[src/rtl/redirect_pkg.sv]
// Shared types and constants for the branch redirect unit.
// Holds the redirect FSM state enum and counter/alignment constants.
package redirect_pkg;

  typedef enum logic [1:0] {
    IDLE  = 2'd0,
    REQ   = 2'd1,
    FLUSH = 2'd2
  } redirect_state_t;

  localparam int FLUSH_CNT_W = 4;

  localparam logic [1:0] REDIRECT_ALIGN_MASK = 2'b11;

endpackage

[src/rtl/redirect_flush_timer.sv]
// Flush countdown: load a start value, count down to zero, flag expiry.
// Ports: clk, reset (async low), load, load_val in; expired out.
module redirect_flush_timer
  import redirect_pkg::*;
(
  input  logic                   clk,
  input  logic                   reset,
  input  logic                   load,
  input  logic [FLUSH_CNT_W-1:0] load_val,
  output logic                   expired
);

  logic [FLUSH_CNT_W-1:0] count;

  always_ff @(posedge clk or negedge reset) begin
    if (!reset) begin
      count <= '0;
    end else if (load) begin
      count <= load_val;
    end else if (count != '0) begin
      count <= count - 1'b1;
    end
  end

  assign expired = (count == '0);

endmodule

[src/rtl/branch_redirect_unit.sv]
// Turns taken jumps from execute into a held redirect plus timed flush.
// Ports: clk, reset (async low), execute_done, jump_signal, pc_target,
//   fetch_ready in; redirect_valid, redirect_pc, flush, stall_execute,
//   misalign_fault, fault_pc out. Option: BRANCH_MISALIGN_CHECK_EN.
module branch_redirect_unit
  import redirect_pkg::*;
#(
  parameter int ADDR_W       = 64,
  parameter int FLUSH_CYCLES = 2
) (
  input  logic              clk,
  input  logic              reset,
  input  logic              execute_done,
  input  logic              jump_signal,
  input  logic [ADDR_W-1:0] pc_target,
  input  logic              fetch_ready,
  output logic              redirect_valid,
  output logic [ADDR_W-1:0] redirect_pc,
  output logic              flush,
  output logic              stall_execute,
  output logic              misalign_fault,
  output logic [ADDR_W-1:0] fault_pc
);

  localparam logic [FLUSH_CNT_W-1:0] LOAD_VAL =
    FLUSH_CNT_W'(FLUSH_CYCLES - 1);

  redirect_state_t state, state_nxt;

  logic jump_seen;
  logic bad_align;
  logic take;
  logic load;
  logic expired;

  assign jump_seen = (state == IDLE) && execute_done && jump_signal;

`ifdef BRANCH_MISALIGN_CHECK_EN
  assign bad_align = |(pc_target[1:0] & REDIRECT_ALIGN_MASK);
`else
  assign bad_align = 1'b0;
`endif

  assign take = jump_seen && !bad_align;

  always_comb begin
    state_nxt = state;
    load      = 1'b0;
    unique case (state)
      IDLE:  if (take) state_nxt = REQ;
      REQ: begin
        if (fetch_ready) begin
          load      = 1'b1;
          state_nxt = FLUSH;
        end
      end
      FLUSH: if (expired) state_nxt = IDLE;
      default: state_nxt = IDLE;
    endcase
  end

  always_ff @(posedge clk or negedge reset) begin
    if (!reset) begin
      state       <= IDLE;
      redirect_pc <= '0;
    end else begin
      state <= state_nxt;
      if (take) redirect_pc <= pc_target;
    end
  end

  redirect_flush_timer u_timer (
    .clk      (clk),
    .reset    (reset),
    .load     (load),
    .load_val (LOAD_VAL),
    .expired  (expired)
  );

  assign redirect_valid = (state == REQ);
  assign flush          = (state != IDLE);
  assign stall_execute  = (state != IDLE);

`ifdef BRANCH_MISALIGN_CHECK_EN
  always_ff @(posedge clk or negedge reset) begin
    if (!reset) begin
      misalign_fault <= 1'b0;
      fault_pc       <= '0;
    end else begin
      misalign_fault <= jump_seen && bad_align;
      if (jump_seen && bad_align) fault_pc <= pc_target;
    end
  end
`else
  assign misalign_fault = 1'b0;
  assign fault_pc       = '0;
`endif

endmodule

[config.mk]
export PLATFORM = sky130hd
export DESIGN_NAME = branch_redirect_unit
export DESIGN_NICKNAME = d
export VERILOG_FILES = /design/src/rtl/redirect_pkg.sv /design/src/rtl/redirect_flush_timer.sv /design/src/rtl/branch_redirect_unit.sv
export SDC_FILE = /design/constraint.sdc
export NUM_CORES = 1
export LEC_CHECK = 0
export ABC_AREA = 1
export CORE_MARGIN = 8
export CORE_UTILIZATION = 35
export DETAILED_ROUTE_END_ITERATION = 12
export PLACE_DENSITY = 0.83
export SYNTH_ARGS = -nofsm -noshare
export SYNTH_HDL_FRONTEND = slang
export SYNTH_HIERARCHICAL = 1
export SYNTH_SLANG_ARGS = --single-unit
[constraint.sdc]
create_clock -name clk -period 1.7 [get_ports clk]
set_clock_uncertainty 0.2 [all_clocks]
set_input_delay 0.425 -clock clk [delete_from_list [all_inputs] [get_ports clk]]
set_output_delay 0.425 -clock clk [all_outputs]
set_load 0.05 [all_outputs]
# == After elaboration in Yosys (flattened, before gate mapping) ==
# Cells that the tools add are included.
# totals
out_inout_bits,132
n_memories,0
in_bits,69
latch_bits,0
reg_bits,70
word_cells,25
ram_bits,0
mem_bits_ro,0
# classes
reduce_logical,8
div,0
bitwise,0
addsub,1
multipliers,0
shifts,0
n_lt_le_gt_ge,0
eq_ne,5
muxes,8
# ops
cell,count
4-bit two-way mux,2
2-bit two-way mux,3
2-bit != test (second input constant),3
2-bit one-hot mux with 3 select lines,1
4-bit logical NOT,1
2-bit nonzero test,2
4-bit nonzero test,1
4-bit by 1-bit subtractor with 4-bit output (second input constant),1
3-bit AND reduction,1
2-bit by 1-bit equality test with 1-bit output (second input constant),1
2-bit equality test (second input constant),1
1-bit logical AND,2
2-bit logical NOT,1
1-bit two-way mux,2

# == Longest topological paths before layout ==
# Gate-level depths: netlist (run 1).
# logic_depth
word_depth,5
mapped_depth,8
mapped_depth_nobuf,8

# == Cells and area by module ==
# Netlist (run 1), hierarchy kept.
# by_module_without_submodules
mod,seq_area_each_um2,instances,cells_per_inst,area_per_inst_um2
branch_redirect_unit,1651.6,1,362,3169.3
redirect_flush_timer,100.1,1,34,242.7

# == Worst setup path after synthesis (run 1) ==
# No wires, ideal clock.
# synth_timing
kind,register to output
from,reg state[0]
to,out stall_execute
t_required_ns,1.075
stages_incl_launch_ff,6
arrival_time_ns,1.315
n_path_buf,3
path_slack_ns,-0.240
cell_sequence,dfrtp_1 nor2_2 buf_4 buf_4 inv_1 buf_4
# synth_via
elab_chain_cells,1
# synth_rtl
item,line,source
"start, declared",branch_redirect_unit.sv:28,"redirect_state_t state, state_nxt;"
"start signal, assigned",branch_redirect_unit.sv:67,state <= state_nxt;
2-bit nonzero test,-,
"end, declared",branch_redirect_unit.sv:20,"output logic stall_execute,"
# No other way between the ends.

# == Final worst setup path (run 1) ==
# layout_timing
from,reg state[1]
to,out stall_execute
# layout_via
elab_chain_cells,1
# layout_rtl
item,line,source
2-bit nonzero test,branch_redirect_unit.sv:82,assign stall_execute = (state != IDLE);
# No other way between the ends.

==> results of run 1 <==
[registers in the layout (all words and copies together), names as in the netlist]
register and cells:
u_timer/count 4, state 2, redirect_pc 64
[repair_timing]
action / in CTS / in global routing
gates resized for setup: 5 / 1
pin swaps: 1 / 1
buffers inserted: 1 / 0
setup endpoints to repair: 3 / 3
hold endpoints to repair: 18 / 0
hold buffers: 1 / 0
[cell families after synthesis]
group	Yosys count
DFF	70
buffers and inverters	99
other	2
adders and majority gates	1
AOI/OAI and AO/OA	7
and+or+nand+nor	216
xor gates and xnor gates	1
[metal layers]
metal  vias to the layer above  part of all wire  wire, um  global-route usage
met4                         0             0.016       166              0.0525
met3                        16             0.092       947              0.0483
met2                       126              0.53      5490               0.282
met1                      1383              0.36      3710               0.161
li1                       1383                 -         -                   -
met5                         -                 0         0                   0
[path summary, 6_finish.rpt]
path | startpoint | depth (start not counted) | slack, ps | endpoint
setup / recovery | state[1] | 3 | -150 | stall_execute
min in group clk | redirect_pc[18] | 2 | 330 | redirect_pc[18]
hold reg to reg | redirect_pc[18] | 2 | 330 | redirect_pc[18]
max in group asynchronous | reset | 3 | 480 | redirect_pc[35]
setup reg to reg | state[1] | 8 | 130 | u_timer/count[0]
hold / removal | reset | 2 | 320 | redirect_pc[53]
[placed cells by master (no fill, tap or decap), types with 2 or more instances in the layout]
cell             instances
buf_12                  69
buf_4                   10
buf_6                    3
clkbuf_8                12
clkdlybuf4s50_1         67
clkinvlp_4               2
conb_1                  69
dfrtp_1                 70
inv_1                    9
inv_2                    2
nand2_1                143
nand3_1                 65
nor2_1                   3
o21ai_0                  7
[layout make-up]
type | instances | area (um2)
tap | 133 | 166
inverter | 12 | 48.8
fill | 832 | 4060
sequential | 70 | 1750
clock inverter | 3 | 42.5
clock buffer | 12 | 165
multi-input combinational | 294 | 1230
timing repair buffer | 150 | 2170
[where the power goes]
part | internal [uW] | switching, uW
sequential | 2510 | 923
combinational | 3770 | 4840
clock | 788 | 625
total | 7070 | 6390
[through the flow]
step                power [uW]  setup WS, ps
CTS                      13600          -183
detailed placement       12100          -166
global placement         11900          -111
global route             14100          -196
floorplan                 7700          -202
finish                   13500          -148
==> impl_metrics.toml, run 1 <==
[route]
drc = 0
drt-total-wl_um = 10300
wire_per_inst_um = 15.3
vias = 2908
ant_nets = 0
viasPerCell = 4.31
drt-initial-drc-count = 201
firstDrtPassIters = 6

[placed_design]
globalplace.congestion = 0.794
placed_cell_area_um2 = 5340
dp_hpwl_um = 8100
place_inst = 657
io_buffers = 135

[worst_setup_path]
path_class = "flop to output port"
path_delay_family = "flip-flops"
cp_slowest_cell = "dfrtp_1"
critPathMaxFanout = 2
cp.buffers_inverters = 2
end_kind = "output port"
cpPeakStageDelay_ps = 410
worstSetupStartpointType = "flop"
crit_chain = "nor2_4 > clkinvlp_4 > buf_6"
critPathArrivalTime_ps = 1220
crit_required_ps = 1070

[clock_tree]
clock_path_buffers = 2
clock-sinks = 70
clk_latency_ps = 350
cts.htree.levels = 3
clk_pin_slew_worst_paths_ps = 80
cts-root-buf = "clkbuf_8"
cts_tree = "done"
cts_inserted_buffers = 9

[yosys]
synth-edff-count = 0
synth_top_family_by_area = "simple AND/OR/NAND/NOR gates"
syn_avg_cell_area_um2 = 8.62
synth_compound_area_frac = 0.0103
synth_xor_area_frac = 0.00257
synth_common_cells = "nand2_1 (145), buf_4 (73), dfrtp_1 (70), nand3_1 (65), inv_1 (12)"
synthesis.area_um2 = 3410
ys.flop_type = "dfrtp_1"
synth_fa_ha_area_frac = 0.00367
synth_top_area_cell = "dfrtp_1"
synthSimpleGateAreaFrac = 0.265
yosysWarnings = 6
synth.mux.area_fraction = 0
seq_area_frac_synth = 0.513
synth-async-reset-ratio = 1.00
synth_cell_types = 15
synth_cells = 396
synth.most_common_cell = "nand2_1"
ys_ff_latch = 70
yosys-top-cells-area = "dfrtp_1 (51%), buf_4 (16%), nand2_1 (16%), nand3_1 (9.5%), buf_6 (1.7%)"
yosysTopAreaCellShare = 0.513

[outcome]
violations = "negative setup slack"
status = "finished, violations left"

[floorplan]
core_area_um2 = 9640
die_w_um = 115
initial_core_util = 0.354
num_rows = 36
ios = 201
die_area_um2 = 13200
die_height_um = 115

[worst_hold_path]
hold_class = "input port to asynchronous set/reset pin"

[grt]
grt_pass1_wl_um = 15800
antenna_found_initial = 0
grt_max_degree = 46
grt_overflow = 0
grt.total_usage = 0.153
grt_pass1_vias = 3106

[sta]
setup_violations = 3
fin_crit_sh = 1.09
hold_violations = 0
slew_violations = 0
whs_ps = 320
min_period_ps = 1850
layout_setup_ws_ps = -148
setup_tns_ps = -384
rsz0062_at_grt = "true"
clock.fmax_mhz = 541

[cells_and_area]
fin_nets = 607
syn2layout_area_growth_pct = 63.5
diodes = 0
finalNonFillerCells = 674
final_core_util = 0.579
final_area_um2 = 5580
drive_above_1_share = 0.194

[flow_run]
cap_violations = 0

[power_and_ir_drop]
power_leakage_uw = 0.00282
irDropWorstVdd_mv = 0.858
power_density_nw_per_um2 = 2410
Note: power is estimated with default switching activity, not from simulation.
==> run 2, diff against run 1 <==
ABC_AREA = unset   (was 1)
PLACE_DENSITY = 0.82   (was 0.83)
==> impl_metrics.toml, run 2 <==
[outcome]
status = "finished, violations left"
violations = "negative setup slack"

[cells_and_area]
drive_above_1_share = 0.458
syn2layout_area_growth_pct = 71.7
reg.largest.list = "redirect_pc (64), u_timer/count (4), state (2)"
finalNonFillerCells = 550
layout_common_cells = "buf_12 (71), dfrtp_1 (70), conb_1 (69), clkdlybuf4s50_1 (66), mux2_4 (64)"
largest_reg_flops = 64
fin_nets = 482
diodes = 0
top_register = "redirect_pc"
final_core_util = 0.621
final_common_cell = "buf_12"

[worst_hold_path]
hold_class = "input port to asynchronous set/reset pin"

[clock_tree]
clk_latency_ps = 340
cts_tree = "done"
cts_inserted_buffers = 9
clk_pin_slew_worst_paths_ps = 80
clock-sinks = 70
clock_path_buffers = 2
cts.htree.levels = 3
cts-root-buf = "clkbuf_8"

[worst_setup_path]
cp_slowest_cell = "dfrtp_1"
worstRegToRegCells = 6
critPathMaxFanout = 4
crit_chain = "buf_6 > or2_4 > buf_8"
critPathArrivalTime_ps = 1300
path_delay_family = "flip-flops"
worstSetupStartpointType = "flop"
cpPeakStageDelay_ps = 400
path_class = "flop to output port"
end_kind = "output port"
worstReg2RegStart = "state[0]"
cp.depth = 3
reg2reg_to = "redirect_pc[59]"
endpoint = "stall_execute"
crit_required_ps = 1070
rrSetupSlack_ps = -190
crit_start = "state[1]"
cp.buffers_inverters = 2

[yosys]
synth.most_common_cell = "dfrtp_1"
synth-edff-count = 0
syn_avg_cell_area_um2 = 15.0
synth_cell_types = 29
yosysWarnings = 6
yosysTopAreaCellShare = 0.495
synthesis.area_um2 = 3540
seq_area_frac_synth = 0.495
synth-async-reset-ratio = 1.00
synth_top_area_cell = "dfrtp_1"
yosys-top-cells-area = "dfrtp_1 (50%), mux2_4 (25%), buf_4 (14%), buf_12 (3.4%), mux2_2 (1.6%)"
synth_cells = 236
synth_common_cells = "dfrtp_1 (70), buf_4 (66), mux2_4 (60), buf_12 (6), mux2_2 (5)"
ys_ff_latch = 70
ys.flop_type = "dfrtp_1"

[floorplan]
initial_core_util = 0.362
ios = 201
die_area_um2 = 13600
die_w_um = 117
die_height_um = 117
core_area_um2 = 9770
num_rows = 36

[grt]
grt_max_degree = 33
grt_pass1_wl_um = 14700
grt_overflow = 0
grt.total_usage = 0.143
grt_pass1_vias = 2674
antenna_found_initial = 0

[sta]
rsz0062_at_grt = "true"
whs_ps = 337
clock.fmax_mhz = 520
fin_crit_sh = 1.13
slew_violations = 0
layout_setup_ws_ps = -223
min_period_ps = 1920
hold_violations = 0
setup_violations = 69

[flow_run]
cap_violations = 0

[route]
wire_per_inst_um = 18.1
firstDrtPassIters = 4
drt-initial-drc-count = 98
ant_nets = 0
drt-total-wl_um = 9940
viasPerCell = 4.08
vias = 2242
drc = 0

[power_and_ir_drop]
switchingPower_uw = 5970
pwr-share-comb = 0.658
power_switching_share = 0.428
seq_power_share = 0.250
clockPowerShare = 0.092
power_density_nw_per_um2 = 2300
irDropWorstVdd_mv = 0.989
p_int_uw = 7980
power_leakage_uw = 0.00284

[placed_design]
io_buffers = 135
globalplace.congestion = 0.756
place_inst = 516
dp_hpwl_um = 7400
run 2: metrics by stage:
stage	instance area (um2)	TNS [ps]	setup slack (ps)	power [uW]
finish	6070	-11310	-223	13900
global route	6070	-16620	-265	14400
CTS	6020	-11250	-237	13900
detailed placement	5530	-38120	-680	12300
global placement	5530	-35860	-628	12100
floorplan	3810	0	0.783	7990
run 2: timing repair:
item / 4_1_cts / 5_1_grt
gates cloned: 4 / 1
hold buffers: 1 / 0
hold endpoints to repair: 11 / 0
buffers inserted: 11 / 2
gates resized for setup: 34 / 10
pin swaps: 2 / 2
setup endpoints to repair: 69 / 69
run 2: routing by layer:
layer | track usage | up-vias | wire [um]
met5 | 0 | - | 0
met4 | 0.0570 | 0 | 138
met3 | 0.0346 | 12 | 672
met2 | 0.262 | 117 | 5260
met1 | 0.155 | 1107 | 3870
li1 | - | 1006 | -
run 2: how the worst min path moves through the flow:
| stage | start | endpoint | slack [ps] | cells after the start |
|---|---|---|---|---|
| floorplan | reset | redirect_pc[0] | -70 | 0 |
| global route | reset | redirect_pc[54] | 350 | 2 |
| CTS | jump_signal | state[0] | 300 | 3 |
| finish | reset | redirect_pc[54] | 340 | 2 |
| global placement | reset | redirect_pc[37] | 150 | 1 |
| detailed placement | reset | redirect_pc[37] | 160 | 1 |
run 2: cell families (layout without fill, tap and decap cells):
| kind of cell | count (synthesis) | in the layout | share of synthesized area |
|---|---|---|---|
| other cells | 2 | 69 | 0.00212 |
| compound gates | 5 | 5 | 0.00990 |
| fa+ha+maj | 1 | 1 | 0.00354 |
| buf+inv | 76 | 190 | 0.180 |
| flops | 70 | 70 | 0.495 |
| mux | 67 | 67 | 0.276 |
| xor+xnor | 1 | 1 | 0.00248 |
| simple gates | 14 | 14 | 0.0297 |
run 2: worst reg2reg max path, cell delays in order (launching register included):
cell	delay, ps
dfrtp_1	410
buf_6	130
nor4bb_4	280
buf_4	160
buf_12	150
buf_8	140
mux2_4	300
run 2: area by class of cell:
| class | instances | area [um2] |
|---|---|---|
| Clock inverter | 5 | 50.0 |
| Clock buffer | 11 | 131 |
| Sequential cell | 70 | 1750 |
| Inverter | 2 | 7.51 |
| Timing Repair Buffer | 172 | 2520 |
| Fill cell | 696 | 3700 |
| Tap cell | 133 | 166 |
| Multi-Input combinational cell | 157 | 1440 |
run 2: power by group through the flow:
stage          sequential, uW  combinational [uW]  clock (uW)
6_report                 3490                9170        1280
5_1_grt                  3600                9450        1390
4_1_cts                  3490                9130        1330
3_5_place_dp             3500                8780           0
3_3_place_gp             3470                8650           0
2_1_floorplan            5750                2250           0
==> run 3, diff against run 2 <==
SETUP_SLACK_MARGIN = 0.2   (was unset)
TNS_END_PERCENT = 10   (was unset)
==> impl_metrics.toml, run 3 (synthesis results as in run 2) <==
[outcome]
violations = "negative setup slack"
status = "finished, violations left"

[clock_tree]
clock-sinks = 70
clk_latency_ps = 340
cts.htree.levels = 3
clk_pin_slew_worst_paths_ps = 80
cts-root-buf = "clkbuf_8"
cts_inserted_buffers = 9
clock_path_buffers = 2
cts_tree = "done"

[worst_setup_path]
path_class = "flop to output port"
crit_start = "state[0]"
critPathMaxFanout = 5
worstReg2RegStart = "state[0]"
crit_chain = "buf_6 > or2_4 > buf_6"
cp_slowest_cell = "dfrtp_1"
rrSetupSlack_ps = -220
cpPeakStageDelay_ps = 410
crit_top_cell = "buf_6"
worstSetupStartpointType = "flop"
crit_required_ps = 1070
critPathArrivalTime_ps = 1300
end_kind = "output port"

[grt]
antenna_found_initial = 0
grt.total_usage = 0.133
grt_overflow = 0
grt_pass1_wl_um = 13700
grt_max_degree = 71
grt_pass1_vias = 2485

[route]
firstDrtPassIters = 4
vias = 2192
drt-initial-drc-count = 85
drt-total-wl_um = 9440
wire_per_inst_um = 17.6
viasPerCell = 4.09
ant_nets = 0
drc = 0

[power_and_ir_drop]
irDropWorstVdd_mv = 1.10
power_density_nw_per_um2 = 2360
power_leakage_uw = 0.00274

[cells_and_area]
final_common_cell = "dfrtp_1"
largest_reg_flops = 64
fin_nets = 468
syn2layout_area_growth_pct = 66.7
layout_common_cells = "dfrtp_1 (70), conb_1 (69), buf_12 (69), clkdlybuf4s50_1 (66), mux2_4 (64)"
diodes = 0
top_register = "redirect_pc"
reg.largest.list = "redirect_pc (64), u_timer/count (4), state (2)"
drive_above_1_share = 0.449
finalNonFillerCells = 536

[sta]
clock.fmax_mhz = 519
layout_setup_ws_ps = -226
fin_crit_sh = 1.13
min_period_ps = 1930
setup_violations = 68
slew_violations = 0
rsz0062_at_grt = "true"
hold_violations = 0

[placed_design]
place_ws_ps = -608
globalplace.congestion = 0.725
dp_hpwl_um = 7210
io_buffers = 135
place_inst = 510

[floorplan]
die_area_um2 = 13600
num_rows = 36
ios = 201
die_w_um = 117
die_height_um = 117
initial_core_util = 0.362
core_area_um2 = 9770

[worst_hold_path]
hold_path_startpoint = "execute_done"
hold_class = "input port to flop"

[flow_run]
cap_violations = 0
run 3: changes by cell type in the layout (fill, tap and decap cells not counted), sizes merged:
cell,previous run,this run
buf,103,87
clkinv,4,1
clkinvlp,0,2
inv,2,5
run 3: final cells by class:
type | instances | area [um2]
repair buffers | 158 | 2320
flip-flops and latches | 70 | 1750
inverters | 2 | 7.51
fillers | 744 | 3880
clock inverters | 7 | 80.1
clock buffers | 9 | 124
well taps | 133 | 166
multi-input cells | 157 | 1450
run 3: layer usage:
layer	part of all wire	GRT usage
met3	0.070	0.0321
met4	0.015	0.0596
met2	0.52	0.232
met1	0.39	0.151
met5	0	0
run 3: where the power goes:
group,total [uW],switching [uW],leakage (uW),internal (uW)
Clock,1400,703,0.0000968,696
Combinational,9000,4340,0.00181,4660
Sequential,3480,972,0.000829,2510
run 3: repair_timing:
action	4_1_cts	5_1_grt
endpoints found under the hold margin	70	0
gates cloned	1	3
buffers inserted	4	1
hold buffers	1	0
setup endpoints to repair	134	136
pin swaps	0	4
resized for setup	14	4
run 3: path summary, 6_finish.rpt:
check,endpoint,cells after the start
worst min-delay path,state[0],3
worst max-delay path,flush,3
max in group asynchronous,redirect_pc[27],3
min in group asynchronous,redirect_pc[12],3
worst max register to register,redirect_pc[22],5
worst min register to register,redirect_pc[33],1
run 3: worst max-delay path: cells and delay by family, from the launching register on:
family                 cells  cell delay [ps]
and+or+nand+nor            1              250
DFF                        1              410
buffers and inverters      2              290
run 3: metrics by stage:
step	total power (uW)	instance area [um2]	utilization	hold WS, ps	TNS (ps)
CTS	13900	5800	0.594	274	-11920
floorplan	8010	3810	-	-70.6	0
global placement	12100	5480	0.561	277	-33820
finish	13900	5890	0.603	297	-11820
detailed placement	12300	5480	0.561	297	-35960
global route	14400	5890	0.603	301	-15870
